**config.mk**
```make
export PLATFORM = sky130hd
export DESIGN_NAME = regfile_port_decoder
export DESIGN_NICKNAME = d
export VERILOG_FILES = /design/src/rtl/regfile_port_decoder_pkg.sv /design/src/rtl/regfile_port_decoder_onehot_decoder.sv /design/src/rtl/regfile_port_decoder.sv
export SDC_FILE = /design/constraint.sdc
export NUM_CORES = 1
export LEC_CHECK = 0
export CAP_MARGIN = 20
export CORE_MARGIN = 3
export CORE_UTILIZATION = 40
export CTS_BUF_LIST = sky130_fd_sc_hd__clkbuf_16
export CTS_CLUSTER_DIAMETER = 30
export CTS_CLUSTER_SIZE = 25
export DETAILED_ROUTE_END_ITERATION = 7
export PLACE_DENSITY = 0.71
export SETUP_SLACK_MARGIN = 0.05
export SKIP_LAST_GASP = 1
export SLEW_MARGIN = 20
export SYNTH_ARGS = -nofsm -noshare
export SYNTH_HDL_FRONTEND = slang
export SYNTH_SLANG_ARGS = --single-unit
```
**constraint.sdc**
```tcl
create_clock -name i_clk -period 2.9 [get_ports i_clk]
set_clock_uncertainty 0.15 [all_clocks]
set_input_delay 0.29 -clock i_clk [delete_from_list [all_inputs] [get_ports i_clk]]
set_output_delay 0.29 -clock i_clk [all_outputs]
set_load 0.005 [all_outputs]
```
**src/rtl/regfile_port_decoder_pkg.sv**
```systemverilog
// rtl/regfile_port_decoder_pkg.sv - shared constants and types for the register file port decoder
package regfile_port_decoder_pkg;

    // Default geometry of the register file
    localparam int REG_ADDR_W = 4;
    localparam int REG_DEPTH  = 16;
    localparam int REG_NUM_RD = 2;

    typedef logic [REG_ADDR_W-1:0] reg_id_t;

    // Register id that becomes the hardwired zero register when that feature is built in
    localparam reg_id_t ZERO_REG_ID = reg_id_t'(0);

endpackage

```
**src/rtl/regfile_port_decoder_onehot_decoder.sv**
```systemverilog
// rtl/regfile_port_decoder_onehot_decoder.sv - combinational enable-gated id to one-hot wordline decoder
module regfile_port_decoder_onehot_decoder #(
    parameter int ADDR_W = 4,
    parameter int DEPTH  = 16
) (
    input  logic              i_en,
    input  logic [ADDR_W-1:0] i_id,
    input  logic              i_zero_suppress,
    output logic [DEPTH-1:0]  o_onehot
);

    logic w_suppress;

    // Id 0 produces no wordline when the caller treats it as a hardwired zero register
    assign w_suppress = i_zero_suppress & (i_id == '0);

    // Drive exactly one wordline for an enabled, non-suppressed request
    always_comb begin
        o_onehot = '0;
        if (i_en && !w_suppress) begin
            o_onehot[i_id] = 1'b1;
        end
    end

endmodule

```
**src/rtl/regfile_port_decoder.sv**
```systemverilog
// rtl/regfile_port_decoder.sv - registered read/write wordline decoder with busy scoreboard; option REG_ZERO_HARDWIRE_EN
module regfile_port_decoder
    import regfile_port_decoder_pkg::*;
#(
    parameter int ADDR_W = REG_ADDR_W,
    parameter int DEPTH  = REG_DEPTH,
    parameter int NUM_RD = REG_NUM_RD
) (
    input  logic                     i_clk,
    input  logic                     i_rst_n,
    input  logic [NUM_RD-1:0]        i_rd_en,
    input  logic [NUM_RD*ADDR_W-1:0] i_rd_id,
    input  logic                     i_wr_en,
    input  logic [ADDR_W-1:0]        i_wr_id,
    input  logic                     i_rsv_en,
    input  logic [ADDR_W-1:0]        i_rsv_id,
    output logic [NUM_RD*DEPTH-1:0]  o_rd_wordline,
    output logic [DEPTH-1:0]         o_wr_wordline,
    output logic [NUM_RD-1:0]        o_rd_bypass,
    output logic [NUM_RD-1:0]        o_rd_stall,
    output logic [DEPTH-1:0]         o_busy_vec
);

`ifdef REG_ZERO_HARDWIRE_EN
    localparam logic ZERO_HW = 1'b1;
`else
    localparam logic ZERO_HW = 1'b0;
`endif

    localparam logic [ADDR_W-1:0] ZERO_ID = ADDR_W'(ZERO_REG_ID);

    // Ids are not range-checked at run time, so every id must map onto a real register
    if (DEPTH != (1 << ADDR_W)) begin : g_bad_depth
        $error("regfile_port_decoder: DEPTH must equal 2**ADDR_W");
    end

    logic [ADDR_W-1:0]        w_rd_id [NUM_RD];
    logic [NUM_RD*DEPTH-1:0]  w_rd_onehot;
    logic [DEPTH-1:0]         w_wr_onehot;
    logic [NUM_RD-1:0]        w_rd_hit;
    logic [NUM_RD-1:0]        w_rd_zero;
    logic [NUM_RD-1:0]        w_bypass;
    logic [NUM_RD-1:0]        w_stall;
    logic                     w_rsv_zero;
    logic [DEPTH-1:0]         w_busy_next;

    logic [NUM_RD*DEPTH-1:0]  r_rd_wordline;
    logic [DEPTH-1:0]         r_wr_wordline;
    logic [NUM_RD-1:0]        r_rd_bypass;
    logic [NUM_RD-1:0]        r_rd_stall;
    logic [DEPTH-1:0]         r_busy;

    for (genvar p = 0; p < NUM_RD; p++) begin : g_rd_port
        assign w_rd_id[p] = i_rd_id[p*ADDR_W +: ADDR_W];

        regfile_port_decoder_onehot_decoder #(
            .ADDR_W (ADDR_W),
            .DEPTH  (DEPTH)
        ) u_rd_dec (
            .i_en            (i_rd_en[p]),
            .i_id            (w_rd_id[p]),
            .i_zero_suppress (ZERO_HW),
            .o_onehot        (w_rd_onehot[p*DEPTH +: DEPTH])
        );
    end

    regfile_port_decoder_onehot_decoder #(
        .ADDR_W (ADDR_W),
        .DEPTH  (DEPTH)
    ) u_wr_dec (
        .i_en            (i_wr_en),
        .i_id            (i_wr_id),
        .i_zero_suppress (ZERO_HW),
        .o_onehot        (w_wr_onehot)
    );

    // Per-port hazards: a same-cycle write forwards its data, otherwise a busy target stalls
    always_comb begin
        w_rd_hit  = '0;
        w_rd_zero = '0;
        w_bypass  = '0;
        w_stall   = '0;
        for (int p = 0; p < NUM_RD; p++) begin
            w_rd_hit[p]  = i_rd_en[p] & i_wr_en & (w_rd_id[p] == i_wr_id);
            w_rd_zero[p] = ZERO_HW & (w_rd_id[p] == ZERO_ID);
            w_bypass[p]  = w_rd_hit[p] & ~w_rd_zero[p];
            // Uses the pre-edge scoreboard, so a reservation made this cycle never stalls this read
            w_stall[p]   = i_rd_en[p] & r_busy[w_rd_id[p]] & ~w_rd_hit[p] & ~w_rd_zero[p];
        end
    end

    assign w_rsv_zero = ZERO_HW & (i_rsv_id == ZERO_ID);

    // Scoreboard next state: clear on write commit, then set on reservation so a same-id set wins
    always_comb begin
        w_busy_next = r_busy;
        if (i_wr_en) begin
            w_busy_next[i_wr_id] = 1'b0;
        end
        if (i_rsv_en && !w_rsv_zero) begin
            w_busy_next[i_rsv_id] = 1'b1;
        end
    end

    // Register every output and the scoreboard; reset discards anything in flight
    always_ff @(posedge i_clk or negedge i_rst_n) begin
        if (!i_rst_n) begin
            r_rd_wordline <= '0;
            r_wr_wordline <= '0;
            r_rd_bypass   <= '0;
            r_rd_stall    <= '0;
            r_busy        <= '0;
        end else begin
            r_rd_wordline <= w_rd_onehot;
            r_wr_wordline <= w_wr_onehot;
            r_rd_bypass   <= w_bypass;
            r_rd_stall    <= w_stall;
            r_busy        <= w_busy_next;
        end
    end

    assign o_rd_wordline = r_rd_wordline;
    assign o_wr_wordline = r_wr_wordline;
    assign o_rd_bypass   = r_rd_bypass;
    assign o_rd_stall    = r_rd_stall;
    assign o_busy_vec    = r_busy;

endmodule

```
Word-level counts from Yosys, hierarchy flattened
Index checks and enable logic that the tools add are counted.

Magnitude comparators: 8. Equal/unequal tests: 2. Multiplexer cells: 17. Bitwise operators: 13. Reduce and logical (&&, ||, !) cells: 4.

Operators with widths (count): $mux W16 (5); $lt A4 B5 Y1 const B (4); $and A16 B16 Y16 (1); $demux W1 S4 (4); $ge A4 B1 Y1 const B (4); $not A16 Y16 (1); $or A16 B16 Y16 (1); $and A1 B1 Y1 (8); $bmux W1 S4 (2); $eq A4 B4 Y1 (2); $mux W1 (6); $logic_and A1 B1 Y1 (4); $not A1 Y1 (2).

Register bits: 68. Logic and storage cells: 49.

Logic depth before layout (Yosys ltp)
Depth in word-level cells: 9. Mapped depth: 5. Depth with buffers taken out: 4.

By module
From an unflattened synthesis, not the netlist that was laid out.

Cell total of the unflattened synthesis: 220. Area, all modules: 2793.9 um^2.

By module, submodules not included: regfile_port_decoder (times used 1, cells each 151, area an instance 2407.3 um^2); regfile_port_decoder_onehot_decoder (times used 3, cells each 23, area an instance 128.9 um^2).

Worst setup path before layout
Ideal clock, no wire load.

Path kind: input -> register. From: in i_rd_id[0]. To: reg r_rd_stall[0], in the netlist o_rd_stall[0]. Setup time: 0.136 ns. Arrival time: 1.239 ns. Data required time: 2.614 ns. Setup slack: 1.375 ns. Cell stages on the path: 5. Buffers on the path: 1. Cells stage by stage: buf_6 mux4_1 mux2i_1 mux2_2 nor3b_2.

Word-level cells in the longest chain between the ends: 4. Elaborated cells on any way between the ends: 7. Those cells by class: eq/ne (1); mux (2); bitwise (4).

RTL lines: from (decl) (line regfile_port_decoder.sv:12) `input logic [NUM_RD*ADDR_W-1:0] i_rd_id,`; $bmux W1 S4 / $eq A4 B4 Y1 (equally long branches) (line regfile_port_decoder.sv:88, regfile_port_decoder.sv:84); $mux W1 (not written as such) / $and A1 B1 Y1 (equally long branches) (line regfile_port_decoder.sv:88, regfile_port_decoder.sv:84); $and A1 B1 Y1 / $not A1 Y1 (equally long branches) (line regfile_port_decoder.sv:88) `w_stall[p] = i_rd_en[p] & r_busy[w_rd_id[p]] & ~w_rd_hit[p] & ~w_rd_zero[p];`; $and A1 B1 Y1 (*) (line regfile_port_decoder.sv:88); named net w_stall[0] (line regfile_port_decoder.sv:43) `logic [NUM_RD-1:0] w_stall;`; to (signal assigned) (line regfile_port_decoder.sv:117) `r_rd_stall <= w_stall;`; to (decl) (line regfile_port_decoder.sv:50) `logic [NUM_RD-1:0] r_rd_stall;`.

Mark *: on every way through the listed nets, which the timed path passes. The rest lies on a longest branch. The select of a mux whose other input is x is not followed.

Worst setup path in the final report
From: in i_rd_id[4]. To: reg r_rd_stall[1], in the netlist o_rd_stall[1].

The elaborated chain is that of the path after synthesis.

==> results.txt <==
Die ar. = 7750 µm²
Total grt overflow = 0
Fin cells = 398
Setup crit start kind = primary input
Final Hold Vio Count = 0
Synth cell types = 33
Layout Utilization = 61.0%
Placed Cells = 382
Detailed Routing Iterations Pass 1 = 4
Yosys reg bits = 68
Vias/cell = 5.23
CP Launch Point = i_rd_id[4]
CTS root buffer = clkbuf_16
Largest net degree at the start of global routing = 38
Worst reg2reg startpoint = o_busy_vec[2]$_DFF_PN0_
Reg clk slew, reported paths = 0.05 ns
Slew @ Worst Pin = 0.729 ns
Row count = 29
Final Net Count = 339
CP Max Fanout = 13
FF/Latch Area = 1700 µm²
Initial core utilization = 41.9%
WS Path Type = in2reg
Worst endpoint required time = 2.96 ns
Arr. time, crit path = 2.09 ns
GR Util All Layers = 18.1%
Syn Nets = 244
Final setup vio count = 0
Deepest level of the CTS H-tree = 3
Clk_lat worst skew = 0.32 ns
Final ANT Viol Nets = 0
Mean post-synth cell area = 12.1 µm²
Die X = 88.0 µm
Rel. slew slack = 51.4%
Seq/Total Area, Yosys = 63.2%
Fmax = 492 MHz
RSZ-0062 raised after global routing = no
Slew Viols, Final = 0
Mapped Area = 2690 µm²
WL met1 = 2750 µm
Tmin final = 2.03 ns
CP endpoint kind = flip-flop
Routed vias = 2,083
Syn-to-layout area delta = 45.4%
Detailed Route WL = 6630 µm
Clk sink count = 68
Placer congestion estimate = 0.954
Filler instances = 494
Inserted Diodes = 0
# port buffers = 89
Hold crit path type = in2async
Power per cell area = 614 nW/µm²
Setup TNS = 0 ns
Drt wl/cell = 16.7 µm
Cell leakage power = 0.00172 µW
TritonCTS Buffers = 9
Uppermost layer routed = met4
CORE AREA = 6420 µm²
WL met3 = 493 µm
Max_cap viols = 0
Cell area after layout = 3920 µm²
DR DRC count = 0
CTS tree = yes
Global-route wire length before repair = 10,400 µm
WL met2 = 3310 µm
Die extent in y = 88.0 µm
Tcrit/Tclk final = 70.1%
Vias in the first global route = 2,062
Syn. warnings = 0
Num ports = 90
Initial antenna violation count = 0
Peak supply drop = 0.346 mV
Layout cells sized above 1 = 6.85%
Dpl cell area = 3650 µm²
Clk buf depth = 2
Post-Syn Instances = 222
Number of DRC markers in iteration 0 = 88
Dpl hpwl = 4890 µm
Footprint of the multi-input gates = 908 µm²
Status = complete, no violations
[cells by family (layout without fill, tap and decap cells)]
logic type / count (synthesis) / in the layout / synth area share (%)
multiplexers: 13 / 13 / 9.43
buffers and inverters: 16 / 115 / 3.07
AO/OA/AOI/OAI: 29 / 29 / 6.27
XOR/XNOR: 5 / 5 / 1.63
AND/OR/NAND/NOR: 91 / 91 / 16.4
flip-flops: 68 / 68 / 63.2
[cell usage after synthesis, drive strengths merged]
| cell | number | area share [%] |
|---|---|---|
| a22o | 1 | 0.33 |
| and3 | 1 | 0.23 |
| and4b | 1 | 0.37 |
| buf | 6 | 1.7 |
| clkbuf | 1 | 0.14 |
| dfrtp | 68 | 63 |
| inv | 9 | 1.3 |
| mux2 | 1 | 0.42 |
| mux2i | 4 | 1.5 |
| mux4 | 8 | 7.5 |
| nand2 | 12 | 1.7 |
| nand2b | 6 | 1.4 |
| nand3 | 10 | 1.9 |
| nand3b | 7 | 2.0 |
| nor2 | 37 | 5.2 |
| nor3 | 12 | 2.2 |
| nor3b | 1 | 0.46 |
| nor4 | 2 | 0.46 |
| o211ai | 1 | 0.28 |
| o21ai | 20 | 3.7 |
| o221ai | 1 | 0.33 |
| o22ai | 2 | 0.46 |
| o31ai | 3 | 0.84 |
| o32ai | 1 | 0.33 |
| or2b | 1 | 0.28 |
| or3b | 1 | 0.33 |
| xnor2 | 1 | 0.33 |
| xor2 | 4 | 1.3 |
[report_power, final]
group	switching (µW)	internal [µW]	leakage [µW]	total, µW
Clock	369	564	0.000128	933
Combinational	156	229	0.000686	385
Sequential	68.6	1020	0.000907	1080
Total	594	1810	0.00172	2400
[flip-flops by register name (all words and copies together), names as in the netlist]
register	count
o_busy_vec	16
o_rd_bypass	2
o_rd_stall	2
o_rd_wordline	32
o_wr_wordline	16
[timing repair]
item / CTS / global route
hold buffers: 1 / 0
endpoints found under the hold margin: 31 / 0
resized for setup: 0 / 0
buffers inserted: 0 / 0
[cell type report]
class	count	share of cell area [%]
multi-input combinational	138	23.2
tap	77	2.46
sequential	68	43.5
timing repair buffer	91	23.4
clock inverter	6	0.863
clock buffer	9	5.75
inverter	9	0.863
[metrics by stage]
stage	worst slack [ns]	total power (µW)	hold WS, ns
6_report	0.867	2400	0.409
5_1_grt	0.747	2510	0.450
4_1_cts	0.902	2430	0.429
3_5_place_dp	0.557	1480	0.252
3_3_place_gp	0.592	1480	0.247
2_1_floorplan	1.37	1240	-0.156
[layout by cell type (no fill, tap or decap), types with 2 or more instances in the layout]
cell type and count:
inv_1 8, xor2_1 4, o22ai_1 2, nand3b_1 7, nand2b_1 6, inv_2 2
clkbuf_16 9, mux2i_1 4, nor4_1 2, nor2_1 37, mux4_1 6, dfrtp_1 68
mux4_2 2, nand3_1 10, nor3_1 12, clkdlybuf4s50_1 88, nand2_1 12, o21ai_0 19
clkinvlp_4 2, o31ai_1 3, clkinv_2 3
[routing by layer]
metal  global-route usage, %  up-vias
met5                       0        -
met4                    9.20        0
met3                    4.61        8
met2                    29.2       94
met1                    22.6     1010
li1                        -      971
[critical path, stage by stage]
cell and delay, ns:
clkdlybuf4s50_1 0.78, mux4_1 0.61, mux2i_1 0.16, nand2_1 0.08, and4b_1 0.18
[final timing paths]
path | endpoint | slack (ns) | depth (start not counted)
max in group asynchronous | o_rd_wordline[9]$_DFF_PN0_ | 1.55 | 3
hold / removal | o_wr_wordline[4]$_DFF_PN0_ | 0.41 | 2
min in group i_clk | o_busy_vec[0]$_DFF_PN0_ | 0.43 | 2
hold reg to reg | o_busy_vec[0]$_DFF_PN0_ | 0.43 | 2
setup / recovery | o_rd_stall[1]$_DFF_PN0_ | 0.87 | 5
setup reg to reg | o_rd_stall[1]$_DFF_PN0_ | 1.30 | 4
Power figures use the tool's default switching activity.
==> RTL edit (same settings) <==
Make the reset (`i_rst_n`) synchronous in one clocked block.
--- a/src/rtl/regfile_port_decoder.sv
+++ b/src/rtl/regfile_port_decoder.sv
@@ -104,5 +104,5 @@
 
     // Register every output and the scoreboard; reset discards anything in flight
-    always_ff @(posedge i_clk or negedge i_rst_n) begin
+    always_ff @(posedge i_clk) begin
         if (!i_rst_n) begin
             r_rd_wordline <= '0;
Function: differs if i_rst_n is asserted again (counterexample within 4 cycles, from zero or initial values and one cycle with i_rst_n low); with i_rst_n held inactive, the same outputs for 10 cycles.
==> RTL edit against the unedited design <==
Sequential cell count unchanged; wire length down 0.47%; register-to-register slack lost 20 ps; final area down 5.3%; die area decreased by 7.6%; worst setup slack got worse by 46 ps; synthesized area down 8.1%; critical endpoint is now o_rd_stall[1]; largest cell class unchanged; highest routed layer unchanged.
Power is not compared: it rests on default switching activity, and its combinational part moved more than twofold at a synthesized area within 25%.
==> RTL edit: results (changes against the unedited design) <==
status: finished, final reports clean (unchanged)
crit-path max cell delay: 740 ps (was 780 ps)
GP Congestion: 0.865 (was 0.954)
hold slack: 377 ps (was 409 ps)
worst vdd ir: 406 µV
largest net degree at the start of global routing: 20 (was 38)
placed cell area: 0.00340 mm² (was 0.00365 mm²)
post-cts resize count: 0 (unchanged)
hold path cells: 2
clock-pin slew on the worst setup and hold paths: 50 ps (about the same)
Yosys Warn Count: 0 (unchanged)
post-synthesis sequential area ratio: 55.0% (was 63.2%)
leakage: 1.32 nW
crit path DAT: 2120 ps (was 2090 ps)
gr ovfl total: 0 (unchanged)
DRT iter0 DRCs: 141 (was 88)
worst skew pair latency: 320 ps (about the same)
DP Worst Slack: 494 ps (was 557 ps)
power in combinational cells: 157 µW
wire per inst: 15.7 µm (was 16.7 µm)
top post-synthesis cells by area: dfxtp_1 55%, mux4_2 7.3%, nor2_1 6.8% (was dfrtp_1 63%, mux4_1 5.9%, nor2_1 5.2%)
Initial DRT Pass Iterations: 5 (was 4)
cells after synthesis: 253 (was 222)
total CTS buffers: 9 (unchanged)
H-tree levels: 3 (unchanged)
Final Max Tran Viols: 0 (unchanged)
GRT Total Usage: 19.3% (was 18.1%)
layout cell share with drive strength beyond 1: 6.67% (was 6.85%)
via count: 2,130 (was 2,083)
non-filler cells, final: 420 (was 398)
vias in the first global route: 2,174 (was 2,062)
Min Clock Period, post-route: 2080 ps (was 2030 ps)
compound-cell area share of the yosys netlist: 7.89% (was 6.27%)
Layout Nets: 362 (was 339)
Placed Cells: 404 (was 382)
number of diodes: 0 (unchanged)
Mapped Nets: 275 (was 244)
Post-DP HPWL: 4.75 mm (was 4.89 mm)
FF-to-FF setup slack: 1280 ps (was 1300 ps)
Synth Area in XOR/XNOR: 2.83% (was 1.63%)
Distinct cells, synth: 27 (was 33)
port bufs: 89 (unchanged)
Max clock buf depth: 2 (unchanged)
mux cell area share after synthesis: 7.28% (was 9.43%)
synth cell count leaders: 68 x dfxtp_1, 45 x nor2_1, 21 x nand2_1 (was 68 x dfrtp_1, 37 x nor2_1, 19 x o21ai_0)
delay-heaviest family, CP: buffers and inverters (unchanged)
asr flop ratio synth: 0% (was 100%)
Hold Crit Start: o_busy_vec[11]
Worst R2R Start: o_busy_vec[11] (was o_busy_vec[2])
Slew HR: 61.0% (was 51.4%)
Hold EP: o_busy_vec[11]
CP Max Fanout: 9 (was 13)
first-pass GRT wire length: 10.8 mm (was 10.4 mm)
Crit Reg-Reg Endpoint: o_rd_stall[1] (unchanged)
Hold Path Class: reg -> reg (was in -> async)
RTL edit: cell count changes in the layout (fill, tap and decap cells not counted), moves of 4 or more:
cell,delta
nor2b_1,+8
mux2i_1,-4
mux4_2,+6
nand3_1,-4
and2_1,+4
dfxtp_1,+68
inv_1,-4
nor3b_1,+4
nand2_1,+9
dfrtp_1,-68
a21boi_1,+5
mux4_1,-6
nor2_1,+8
a21boi_0,+9
RTL edit: worst reg2reg max path: cells and delay by family, from the launching register on:
kind	cells	cell delay, ps
flops	1	330
mux	1	480
simple gates	3	530
RTL edit: cell type report:
cell class	count	area [µm²]
fillers	519	2250
flip-flops and latches	68	1360
multi-input cells	170	1040
repair buffers	90	898
clock buffers	9	225
well taps	75	93.8
clock inverters	7	85.1
inverters	1	3.75
RTL edit: cell families (layout without fill, tap and decap cells):
kind of cell    after synthesis  in the layout
simple gates                122            122
flops                        68             68
compound gates               32             32
buf+inv                      15            107
xor+xnor                      8              8
mux                           8              8
RTL edit: how the worst max path moves through the flow:
stage | end | cells past startpoint | startpoint
3_5_place_dp | o_rd_stall[1] | 5 | i_rd_id[4]
5_1_grt | o_rd_stall[1] | 5 | i_rd_id[4]
2_1_floorplan | o_rd_stall[1] | 5 | i_rd_id[4]
6_report | o_rd_stall[1] | 5 | i_rd_id[4]
4_1_cts | o_rd_stall[1] | 5 | i_rd_id[4]
3_3_place_gp | o_rd_stall[0] | 5 | i_rd_id[0]
RTL edit: per-layer routing:
layer / vias to the layer above / GRT usage [%] / share of wire, %
li1: 1032 / - / -
met5: - / 0 / 0
met2: 100 / 30.6 / 46
met4: 0 / 6.62 / 1.3
met3: 7 / 4.91 / 7.8
met1: 991 / 25.8 / 45
